[src/rtl/bus_unit_pkg.sv]
// Shared constants and helpers for the bus unit: IO register offsets,
// the IO-select address bit and the byte-enable merge used by GPIO_OUT.
package bus_unit_pkg;

  localparam int IO_SEL_BIT = 31;

  localparam logic [7:0] IO_GPIO_OUT  = 8'h00;
  localparam logic [7:0] IO_GPIO_IN   = 8'h04;
  localparam logic [7:0] IO_GPIO_SET  = 8'h08;
  localparam logic [7:0] IO_GPIO_CLR  = 8'h0C;
  localparam logic [7:0] IO_TIMER     = 8'h10;
  localparam logic [7:0] IO_TIMER_CMP = 8'h14;
  localparam logic [7:0] IO_IRQ_STAT  = 8'h18;
  // Unmapped offset used to express "no write from this master"
  localparam logic [7:0] IO_NO_WRITE  = 8'hFF;

  localparam logic [31:0] IO_DUMMY_RDATA = 32'h55aa55aa;

  function automatic logic [31:0] be_merge(input logic [31:0] i_old,
                                           input logic [31:0] i_new,
                                           input logic [3:0]  i_be);
    logic [31:0] v_mask;
    v_mask = {{8{i_be[3]}}, {8{i_be[2]}}, {8{i_be[1]}}, {8{i_be[0]}}};
    return (i_old & ~v_mask) | (i_new & v_mask);
  endfunction

endpackage

[src/rtl/bus_unit_port.sv]
// Per-master slice: address decode, outstanding RAM-read counter, IO stall,
// IO response flag/buffer and the response mux onto the master's channel.
module bus_unit_port #(
  parameter int OUTST_W = 2
) (
  input  logic        i_clk,
  input  logic        i_rst,
  input  logic        i_req,
  input  logic        i_we,
  input  logic        i_io_sel,
  input  logic        i_ram_ack,
  input  logic        i_ram_resp,
  input  logic [31:0] i_ram_rdata,
  input  logic [31:0] i_io_rdata,
  output logic        o_ram_req,
  output logic        o_io_acc,
  output logic        o_bus_ack,
  output logic        o_bus_resp,
  output logic [31:0] o_bus_rdata
);

  localparam logic [OUTST_W-1:0] CNT_MAX  = {OUTST_W{1'b1}};
  localparam logic [OUTST_W-1:0] CNT_ZERO = {OUTST_W{1'b0}};
  localparam logic [OUTST_W-1:0] CNT_ONE  = OUTST_W'(1'b1);

  logic [OUTST_W-1:0] r_cnt;
  logic               r_io_resp;
  logic [31:0]        r_io_rdata;
  logic               w_ram_read_acc;

  // Decode, stall and response mux; IO waits until no RAM read is in flight
  always_comb begin
    o_ram_req      = i_req & ~i_io_sel & (r_cnt != CNT_MAX);
    o_io_acc       = i_req & i_io_sel & (r_cnt == CNT_ZERO);
    o_bus_ack      = o_ram_req ? i_ram_ack : o_io_acc;
    w_ram_read_acc = o_ram_req & i_ram_ack & ~i_we;
    o_bus_resp     = r_io_resp | i_ram_resp;
    o_bus_rdata    = r_io_resp ? r_io_rdata : i_ram_rdata;
  end

  // Outstanding RAM-read counter
  always_ff @(posedge i_clk or posedge i_rst) begin
    if (i_rst) begin
      r_cnt <= CNT_ZERO;
    end else if (w_ram_read_acc && !i_ram_resp) begin
      r_cnt <= r_cnt + CNT_ONE;
    end else if (!w_ram_read_acc && i_ram_resp) begin
      r_cnt <= r_cnt - CNT_ONE;
    end else begin
      r_cnt <= r_cnt;
    end
  end

  // One-cycle IO read response, data captured from the pre-write register view
  always_ff @(posedge i_clk or posedge i_rst) begin
    if (i_rst) begin
      r_io_resp  <= 1'b0;
      r_io_rdata <= 32'h0000_0000;
    end else begin
      r_io_resp  <= o_io_acc & ~i_we;
      r_io_rdata <= (o_io_acc && !i_we) ? i_io_rdata : r_io_rdata;
    end
  end

endmodule

[src/rtl/bus_unit_mpio.sv]
// N-master bus unit: bit 31 splits traffic between the RAM ports and a shared
// IO bank (GPIO out/in/set/clear, free-running timer with compare interrupt).
module bus_unit_mpio
  import bus_unit_pkg::*;
#(
  parameter int N_BUS   = 2,
  parameter int GPIO_W  = 32,
  parameter int OUTST_W = 2
) (
  input  logic                  clk_i,
  input  logic                  rst_i,
  input  logic [N_BUS-1:0]      bus_req_i,
  input  logic [N_BUS-1:0]      bus_we_i,
  input  logic [32*N_BUS-1:0]   bus_addr_bi,
  input  logic [4*N_BUS-1:0]    bus_be_bi,
  input  logic [32*N_BUS-1:0]   bus_wdata_bi,
  output logic [N_BUS-1:0]      bus_ack_o,
  output logic [N_BUS-1:0]      bus_resp_o,
  output logic [32*N_BUS-1:0]   bus_rdata_bo,
  output logic [N_BUS-1:0]      ram_req_o,
  output logic [N_BUS-1:0]      ram_we_o,
  output logic [30*N_BUS-1:0]   ram_addr_bo,
  output logic [4*N_BUS-1:0]    ram_be_bo,
  output logic [32*N_BUS-1:0]   ram_wdata_bo,
  input  logic [N_BUS-1:0]      ram_ack_i,
  input  logic [N_BUS-1:0]      ram_resp_i,
  input  logic [32*N_BUS-1:0]   ram_rdata_bi,
  input  logic [GPIO_W-1:0]     gpio_bi,
  output logic [GPIO_W-1:0]     gpio_bo,
  output logic                  irq_o
);

  logic [GPIO_W-1:0] r_gpio_out;
  logic [GPIO_W-1:0] r_sync1;
  logic [GPIO_W-1:0] r_sync2;
  logic [31:0]       r_timer;
  logic [31:0]       r_cmp;
  logic              r_irq;

  logic [N_BUS-1:0]  w_io_acc;
  logic [31:0]       w_io_rdata [N_BUS];
  logic [31:0]       w_gpio_out_ext;
  logic [31:0]       w_gpio_in_ext;
  logic [31:0]       w_gpio_nxt;
  logic [31:0]       w_timer_nxt;
  logic [31:0]       w_cmp_nxt;
  logic              w_irq_nxt;
  logic [7:0]        w_wr_off;
  logic [31:0]       w_wdata;
  logic [3:0]        w_be;

  assign w_gpio_out_ext = 32'(r_gpio_out);
  assign w_gpio_in_ext  = 32'(r_sync2);

  for (genvar g = 0; g < N_BUS; g++) begin : g_port
    bus_unit_port #(.OUTST_W(OUTST_W)) u_port (
      .i_clk       (clk_i),
      .i_rst       (rst_i),
      .i_req       (bus_req_i[g]),
      .i_we        (bus_we_i[g]),
      .i_io_sel    (bus_addr_bi[g*32+IO_SEL_BIT]),
      .i_ram_ack   (ram_ack_i[g]),
      .i_ram_resp  (ram_resp_i[g]),
      .i_ram_rdata (ram_rdata_bi[g*32 +: 32]),
      .i_io_rdata  (w_io_rdata[g]),
      .o_ram_req   (ram_req_o[g]),
      .o_io_acc    (w_io_acc[g]),
      .o_bus_ack   (bus_ack_o[g]),
      .o_bus_resp  (bus_resp_o[g]),
      .o_bus_rdata (bus_rdata_bo[g*32 +: 32])
    );
    assign ram_addr_bo[g*30 +: 30] = bus_addr_bi[g*32+2 +: 30];
  end

  assign ram_we_o     = bus_we_i;
  assign ram_be_bo    = bus_be_bi;
  assign ram_wdata_bo = bus_wdata_bi;
  assign gpio_bo      = r_gpio_out;
  assign irq_o        = r_irq;

  // IO read mux per master, always from the start-of-cycle register values
  always_comb begin
    for (int i = 0; i < N_BUS; i++) begin
      w_io_rdata[i] = IO_DUMMY_RDATA;
      case (bus_addr_bi[i*32 +: 8])
        IO_GPIO_OUT:  w_io_rdata[i] = w_gpio_out_ext;
        IO_GPIO_IN:   w_io_rdata[i] = w_gpio_in_ext;
        IO_GPIO_SET:  w_io_rdata[i] = 32'h0000_0000;
        IO_GPIO_CLR:  w_io_rdata[i] = 32'h0000_0000;
        IO_TIMER:     w_io_rdata[i] = r_timer;
        IO_TIMER_CMP: w_io_rdata[i] = r_cmp;
        IO_IRQ_STAT:  w_io_rdata[i] = {31'h0000_0000, r_irq};
        default:      w_io_rdata[i] = IO_DUMMY_RDATA;
      endcase
    end
  end

  // Write merge: masters applied in index order, each on the running value
  always_comb begin
    w_gpio_nxt  = w_gpio_out_ext;
    w_timer_nxt = r_timer + 32'd1;
    w_cmp_nxt   = r_cmp;
    w_irq_nxt   = r_irq;
    w_wr_off    = IO_NO_WRITE;
    w_wdata     = 32'h0000_0000;
    w_be        = 4'h0;
    for (int i = 0; i < N_BUS; i++) begin
      w_wr_off = (w_io_acc[i] & bus_we_i[i]) ? bus_addr_bi[i*32 +: 8] : IO_NO_WRITE;
      w_wdata  = bus_wdata_bi[i*32 +: 32];
      w_be     = bus_be_bi[i*4 +: 4];
      case (w_wr_off)
        IO_GPIO_OUT:  w_gpio_nxt  = be_merge(w_gpio_nxt, w_wdata, w_be);
        IO_GPIO_SET:  w_gpio_nxt  = w_gpio_nxt | w_wdata;
        IO_GPIO_CLR:  w_gpio_nxt  = w_gpio_nxt & ~w_wdata;
        IO_TIMER:     w_timer_nxt = w_wdata;
        IO_TIMER_CMP: w_cmp_nxt   = w_wdata;
        IO_IRQ_STAT:  w_irq_nxt   = w_irq_nxt & ~w_wdata[0];
        default:      w_cmp_nxt   = w_cmp_nxt;
      endcase
    end
    // A compare match wins over a same-cycle clear
    w_irq_nxt = w_irq_nxt | (r_timer == r_cmp);
  end

  // IO register bank and timer
  always_ff @(posedge clk_i or posedge rst_i) begin
    if (rst_i) begin
      r_gpio_out <= {GPIO_W{1'b0}};
      r_timer    <= 32'h0000_0000;
      r_cmp      <= 32'hFFFF_FFFF;
      r_irq      <= 1'b0;
    end else begin
      r_gpio_out <= w_gpio_nxt[GPIO_W-1:0];
      r_timer    <= w_timer_nxt;
      r_cmp      <= w_cmp_nxt;
      r_irq      <= w_irq_nxt;
    end
  end

  // Two-flop synchroniser for the asynchronous GPIO inputs
  always_ff @(posedge clk_i or posedge rst_i) begin
    if (rst_i) begin
      r_sync1 <= {GPIO_W{1'b0}};
      r_sync2 <= {GPIO_W{1'b0}};
    end else begin
      r_sync1 <= gpio_bi;
      r_sync2 <= r_sync1;
    end
  end

endmodule

[config.mk]
export PLATFORM = sky130hd
export DESIGN_NAME = bus_unit_mpio
export DESIGN_NICKNAME = d
export VERILOG_FILES = /design/src/rtl/bus_unit_pkg.sv /design/src/rtl/bus_unit_port.sv /design/src/rtl/bus_unit_mpio.sv
export SDC_FILE = /design/constraint.sdc
export NUM_CORES = 1
export LEC_CHECK = 0
export ABC_AREA = 1
export CAP_MARGIN = 15
export CORE_AREA = 4 4 182 184
export CTS_CLUSTER_DIAMETER = 40
export DETAILED_ROUTE_END_ITERATION = 16
export DIE_AREA = 0 0 186 188
export MAX_ROUTING_LAYER = met4
export PLACE_DENSITY = 0.85
export SETUP_SLACK_MARGIN = 0.3
export SLEW_MARGIN = 20
export SYNTH_ARGS = -nofsm -noshare
export SYNTH_HDL_FRONTEND = slang
export SYNTH_HIERARCHICAL = 1
export SYNTH_SLANG_ARGS = --single-unit
[constraint.sdc]
create_clock -name clk_i -period 15.4 [get_ports clk_i]
set_input_delay 3.85 -clock clk_i [delete_from_list [all_inputs] [get_ports clk_i]]
set_output_delay 3.85 -clock clk_i [all_outputs]
set_load 0.01 [all_outputs]
==> results of run 1 <==
==> sequential cells by signal, summed over array words and instances (netlist names) <==
register                  flops
r_cmp                        32
r_timer                      32
g_port.u_port/r_cnt           4
irq_o                         1
gpio_bo                      32
r_sync2                      32
g_port.u_port/r_io_rdata     64
r_sync1                      32
g_port.u_port/r_io_resp       2
==> through the flow <==
| step | utilization | cell area [sq um] |
|---|---|---|
| after floorplan | - | 16570 |
| after global placement | 0.6176 | 19390 |
| after detailed placement | 0.6176 | 19390 |
| after CTS | 0.6610 | 20750 |
| after global routing | 0.6613 | 20760 |
| final | 0.6613 | 20760 |
==> metal layers <==
| layer | wire [microns] | up-vias | share of wire |
|---|---|---|---|
| li1 | - | 8242 | - |
| met2 | 29640 | 1335 | 0.44 |
| met3 | 8182 | 204 | 0.12 |
| met1 | 26650 | 8493 | 0.39 |
| met4 | 3126 | 0 | 0.046 |
| met5 | 0 | - | 0 |
==> layout make-up <==
cell class	instances	area share
clock buffers	42	0.04900
clock inverters	30	0.01669
inverters	233	0.04243
multi-input cells	1682	0.3965
flip-flops and latches	231	0.2804
well taps	402	0.02423
repair buffers	399	0.1908
==> kinds of logic after synthesis <==
group                    share of synthesized area
AO/OA/AOI/OAI                               0.1199
XOR/XNOR                                   0.02325
adder cells (fa/ha/maj)                   0.002265
buffers and inverters                       0.1535
flip-flops                                  0.3512
multiplexers                             0.0006039
AND/OR/NAND/NOR                             0.3493
==> report_power, final <==
part | total [uW] | switching (uW) | internal, uW | leakage [uW]
clock network | 898 | 351 | 547 | 0.000654
registers | 760 | 77.7 | 682 | 0.00280
logic | 397 | 226 | 170 | 0.00621
total | 2050 | 655 | 1400 | 0.00967
==> worst paths after layout <==
kind | start | endpoint | slack (ns) | depth (start not counted)
setup reg to reg | g_port[0].u_port/r_cnt[0] | gpio_bo[19] | 11.42 | 11
hold reg to reg | r_sync1[22] | r_sync2[22] | 0.35 | 0
hold / removal | r_sync1[22] | r_sync2[22] | 0.35 | 0
max in group asynchronous | rst_i | gpio_bo[12] | 9.93 | 3
min in group asynchronous | rst_i | g_port[0].u_port/r_io_rdata[20] | 3.93 | 3
setup / recovery | bus_addr_bi[31] | bus_ack_o[0] | 5.90 | 6
==> cells in the mapped netlist, drive strengths merged (16+ instances only) <==
cell type    n  share of area
a21oi      111          0.034
buf        221          0.090
clkbuf      45          0.011
dfrtp      199           0.30
dfstp       32          0.051
inv        231          0.052
nand2      735           0.17
nand3      239          0.075
nand4      122          0.046
nor2       173          0.045
nor3        28         0.0097
o2111ai     17         0.0094
o211ai      31          0.014
o21ai       74          0.022
o221ai      16         0.0085
o22ai       48          0.018
o311ai      19          0.010
xnor2       19          0.010
xor2        25          0.013
==> critical path, stage by stage <==
cell	delay, ns
clkdlybuf4s50_1	0.51
nand2_1	0.08
inv_2	0.41
nand2_1	0.16
nand2_1	0.11
clkdlybuf4s50_1	0.53
==> impl_metrics.json, run 1 <==
{
  "status": "finished, final reports clean",
  "ys_ff_latch": 231,
  "nets": 2831,
  "post-route-period-util": 0.6171,
  "wirelength_mm": 67.61,
  "fp.dieW_microns": 186,
  "async_flop_share": 1.000,
  "synth_area_sq_um": 16570,
  "syn2layout_area_growth_pct": 25.25,
  "coreArea_sq_um": 31390,
  "portBuffers": 386,
  "stdcell_count": 3019,
  "postCtsHoldBufs": 0,
  "slew-limit-headroom": 0.2277,
  "ir_drop_mv": 0.07137,
  "die-area_sq_um": 34970,
  "grt_overflow": 0,
  "wl_per_cell_microns": 22.39,
  "regArea_sq_um": 5821,
  "clock_path_buffers": 3,
  "grt_use_total": 0.3801,
  "layout_common_cells": "nand2_1 (727), clkdlybuf4s50_1 (386), nand3_1 (234), inv_1 (216), dfrtp_1 (199)",
  "fin_crit_ns": 9.504,
  "initial_utilization": 0.5280,
  "grt.met1_usage": 0.5157,
  "dr.first_iter.drc_count": 2267,
  "holdWs_ns": 0.3483,
  "cts.sinks": 231,
  "pre_cts_ws_ns": 5.900,
  "netlist_instances": 2412,
  "worst-setup-path-type": "in2out",
  "drt-pass1-iter-count": 6,
  "p_per_area_nw_per_um2": 98.99,
  "layout_commonest_cell": "nand2_1",
  "synth_edf_count": 0,
  "synth_seq_area_share": 0.3512,
  "rsz0062_at_grt": "no",
  "rows": 65,
  "cts_tree": "yes",
  "cts-buffers-inserted": 39,
  "antenna_found_initial": 0,
  "diodes": 0,
  "synth_warnings": 6,
  "cts_resized": 0,
  "finalWorstSetupSlack_ns": 5.896,
  "cts.htree.levels": 2,
  "gp_congestion": 1.005,
  "start_kind": "primary input",
  "clk_latency_ns": 0.53,
  "cts_root_buffer": "clkbuf_16",
  "worst_pin_slew_ns": 1.157,
  "ys_types": 53,
  "setup_viol": 0,
  "yosys_most_used_dff": "dfrtp_1",
  "skew_ns": 0.01365,
  "grt_max_degree": 91,
  "fin_setup_tns_ns": 0,
  "p_total_uw": 2055,
  "use_met3": 0.07895,
  "synth_nets": 2657,
  "ios": 479,
  "route.detailed.drc": 0,
  "required_ns": 11.55,
  "routed-via-count": 18270,
  "syn_avg_cell_area_sq_um": 6.872,
  "via_per_inst": 6.053,
  "arrival_ns": 5.65,
  "ant_nets": 0,
  "grt_first_pass_wirelength_mm": 100.0,
  "cap_viol_max_count": 0,
  "place_hpwl_mm": 50.31,
  "critPathCaptureType": "primary output",
  "busiest_layer": "met2",
  "met2_usage": 0.5598,
  "layout-drive-gt1-share": 0.06687,
  "nFillCells": 2707,
  "clk_pin_slew_worst_paths_ns": 0.05,
  "grt_pass1_vias": 17150,
  "cts_setup_buffers": 0,
  "finalHoldViolCount": 0,
  "path_max_fanout": 34,
  "p_leak_uw": 0.009667,
  "max_freq_ghz": 0.1052,
  "multi_input_area_sq_um": 8230,
  "die_h_microns": 188,
  "drv_slew": 0,
  "post-place-cells": 2947,
  "hold_path.class": "reg2reg"
}
Note: power is estimated with default switching activity, not from simulation.
==> inputs of run 2 (changes only) <==
- CORE_AREA: 4 4 182 184 -> 4 4 170 213
- DIE_AREA: 0 0 186 188 -> 0 0 174 217
- PLACE_DENSITY: 0.85 -> 0.79
- clock period: 15.4 -> 9.7 ns (I/O delays scaled with it)
==> run 2 against run 1 <==
Core utilization is 6.1 points lower. Combinational power increased by 55%. Sequential power up 58%. Power up 49%. Register-to-register slack worse by 6.2 ns. Non-clock buffer count decreased by 2. Largest cell class unchanged. Clock power increased by 39%. Sequential share of layout area rose by 0.27 points. Clock skew is 0.012 ns higher.
==> impl_metrics.json, run 2 (same netlist as run 1, synthesis figures left out) <==
{
  "critPathBufInv": 3,
  "grt_max_degree": 93,
  "layout-drive-gt1-share": 0.06068,
  "gp_congestion": 1.005,
  "cts_root_buffer": "clkbuf_16",
  "largest_reg_flops": 64,
  "fin_crit_ns": 6.693,
  "die-area_sq_um": 37760,
  "p_total_uw": 3066,
  "crit_top_cell": "nand2_1",
  "worst_pin_slew_ns": 1.191,
  "dr.first_iter.drc_count": 2028,
  "grt_pass1_vias": 17090,
  "skew_ns": 0.02533,
  "drt-pass1-iter-count": 5,
  "syn2layout_area_growth_pct": 24.04,
  "cts.sinks": 231,
  "post-place-cells": 2972,
  "postCtsHoldBufs": 0,
  "top_register": "g_port.u_port/r_io_rdata",
  "met1_length_mm": 24.82,
  "drv_slew": 0,
  "nets": 2824,
  "ant_nets": 0,
  "worst-setup-path-type": "in2out",
  "stdcell_count": 3034,
  "required_ns": 7.28,
  "rsz0062_at_grt": "no",
  "start_kind": "primary input",
  "cts_tree": "yes",
  "ios": 479,
  "wl_met2_mm": 29.83,
  "routed-via-count": 18040,
  "fp.dieW_microns": 174,
  "cp_cell_sequence": "clkdlybuf4s50_1, nand2_1, inv_2, nand2_1, nand2_1, clkdlybuf4s50_1",
  "clock_path_buffers": 3,
  "post-route-period-util": 0.6900,
  "cts.htree.levels": 2,
  "wirelength_mm": 65.84,
  "layout_commonest_cell": "nand2_1",
  "nFillCells": 3132,
  "rows": 76,
  "setup_viol": 0,
  "clk_latency_ns": 0.54,
  "highest_layer": "met4",
  "slowest_stage": "clkdlybuf4s50_1",
  "wl_met3_mm": 6.565,
  "clk_pin_slew_worst_paths_ns": 0.06,
  "slew-limit-headroom": 0.2043,
  "route.detailed.drc": 0,
  "arrival_ns": 4.27,
  "p_leak_uw": 0.009557,
  "grt_first_pass_wirelength_mm": 98.87,
  "max_freq_ghz": 0.1494,
  "grt_overflow": 0,
  "fin_setup_tns_ns": 0,
  "coreArea_sq_um": 34230,
  "status": "finished, final reports clean",
  "cap_viol_max_count": 0,
  "via_per_inst": 5.946,
  "critPathCaptureType": "primary output",
  "hold_path.class": "reg2reg",
  "place_hpwl_mm": 49.90,
  "ir_drop_mv": 0.1013,
  "portBuffers": 386,
  "cts_resized": 0,
  "cp_top_family": "buffers and inverters",
  "wl_per_cell_microns": 21.70,
  "grt_use_total": 0.3413,
  "p_per_area_nw_per_um2": 149.1,
  "crit_path_max_incr_delay_ns": 0.54,
  "die_h_microns": 217,
  "layout_common_cells": "nand2_1 (727), clkdlybuf4s50_1 (386), nand3_1 (234), inv_1 (216), dfrtp_1 (199)",
  "cts-buffers-inserted": 34,
  "antenna_found_initial": 1,
  "path_max_fanout": 34,
  "initial_utilization": 0.4842,
  "cts_setup_buffers": 0,
  "finalHoldViolCount": 0
}
==> run 2: per-stage QoR <==
stage	hold WS [ns]	instance area (sq um)	util	worst slack [ns]
floorplan	0.3312	16570	-	2.980
finish	0.3264	20560	0.6006	3.007
global placement	0.3341	19410	0.5669	3.024
CTS	0.3281	20560	0.6005	2.988
global route	0.3369	20560	0.6006	2.894
detailed placement	0.3347	19410	0.5669	2.997
==> run 2: path summary, 6_finish.rpt <==
check / from / end / slack (ns) / depth (start not counted)
setup / recovery: bus_addr_bi[31] / bus_ack_o[0] / 3.01 / 6
hold / removal: r_sync1[5] / r_sync2[5] / 0.33 / 0
setup reg to reg: g_port[0].u_port/r_cnt[0] / gpio_bo[18] / 5.18 / 11
hold reg to reg: r_sync1[5] / r_sync2[5] / 0.33 / 0
max in group asynchronous: rst_i / gpio_bo[25] / 5.62 / 3
min in group asynchronous: rst_i / g_port[1].u_port/r_io_rdata[15] / 2.42 / 2
==> run 2: final cells by class <==
| cell class | instances | area (sq um) | area share |
|---|---|---|---|
| Multi-Input combinational cell | 1682 | 8222 | 0.3999 |
| Antenna cell | 1 | 2.502 | 0.0001217 |
| Tap cell | 429 | 536.8 | 0.02611 |
| Clock inverter | 19 | 196.4 | 0.009555 |
| Clock buffer | 42 | 954.7 | 0.04643 |
| Inverter | 233 | 880.8 | 0.04284 |
| Sequential cell | 231 | 5821 | 0.2831 |
| Timing Repair Buffer | 397 | 3946 | 0.1919 |
==> run 2: power by group <==
| part | internal [uW] | leakage, uW | switching (uW) |
|---|---|---|---|
| registers | 1080 | 0.00280 | 121 |
| clock network | 745 | 0.000552 | 500 |
| logic | 270 | 0.00620 | 346 |
==> run 2: routing by layer <==
layer  global-route usage  vias to the layer above
li1                     -                     8242
met1               0.4230                     8309
met2               0.5302                     1232
met3              0.05438                      257
met4               0.2015                        0
met5                    -                        -
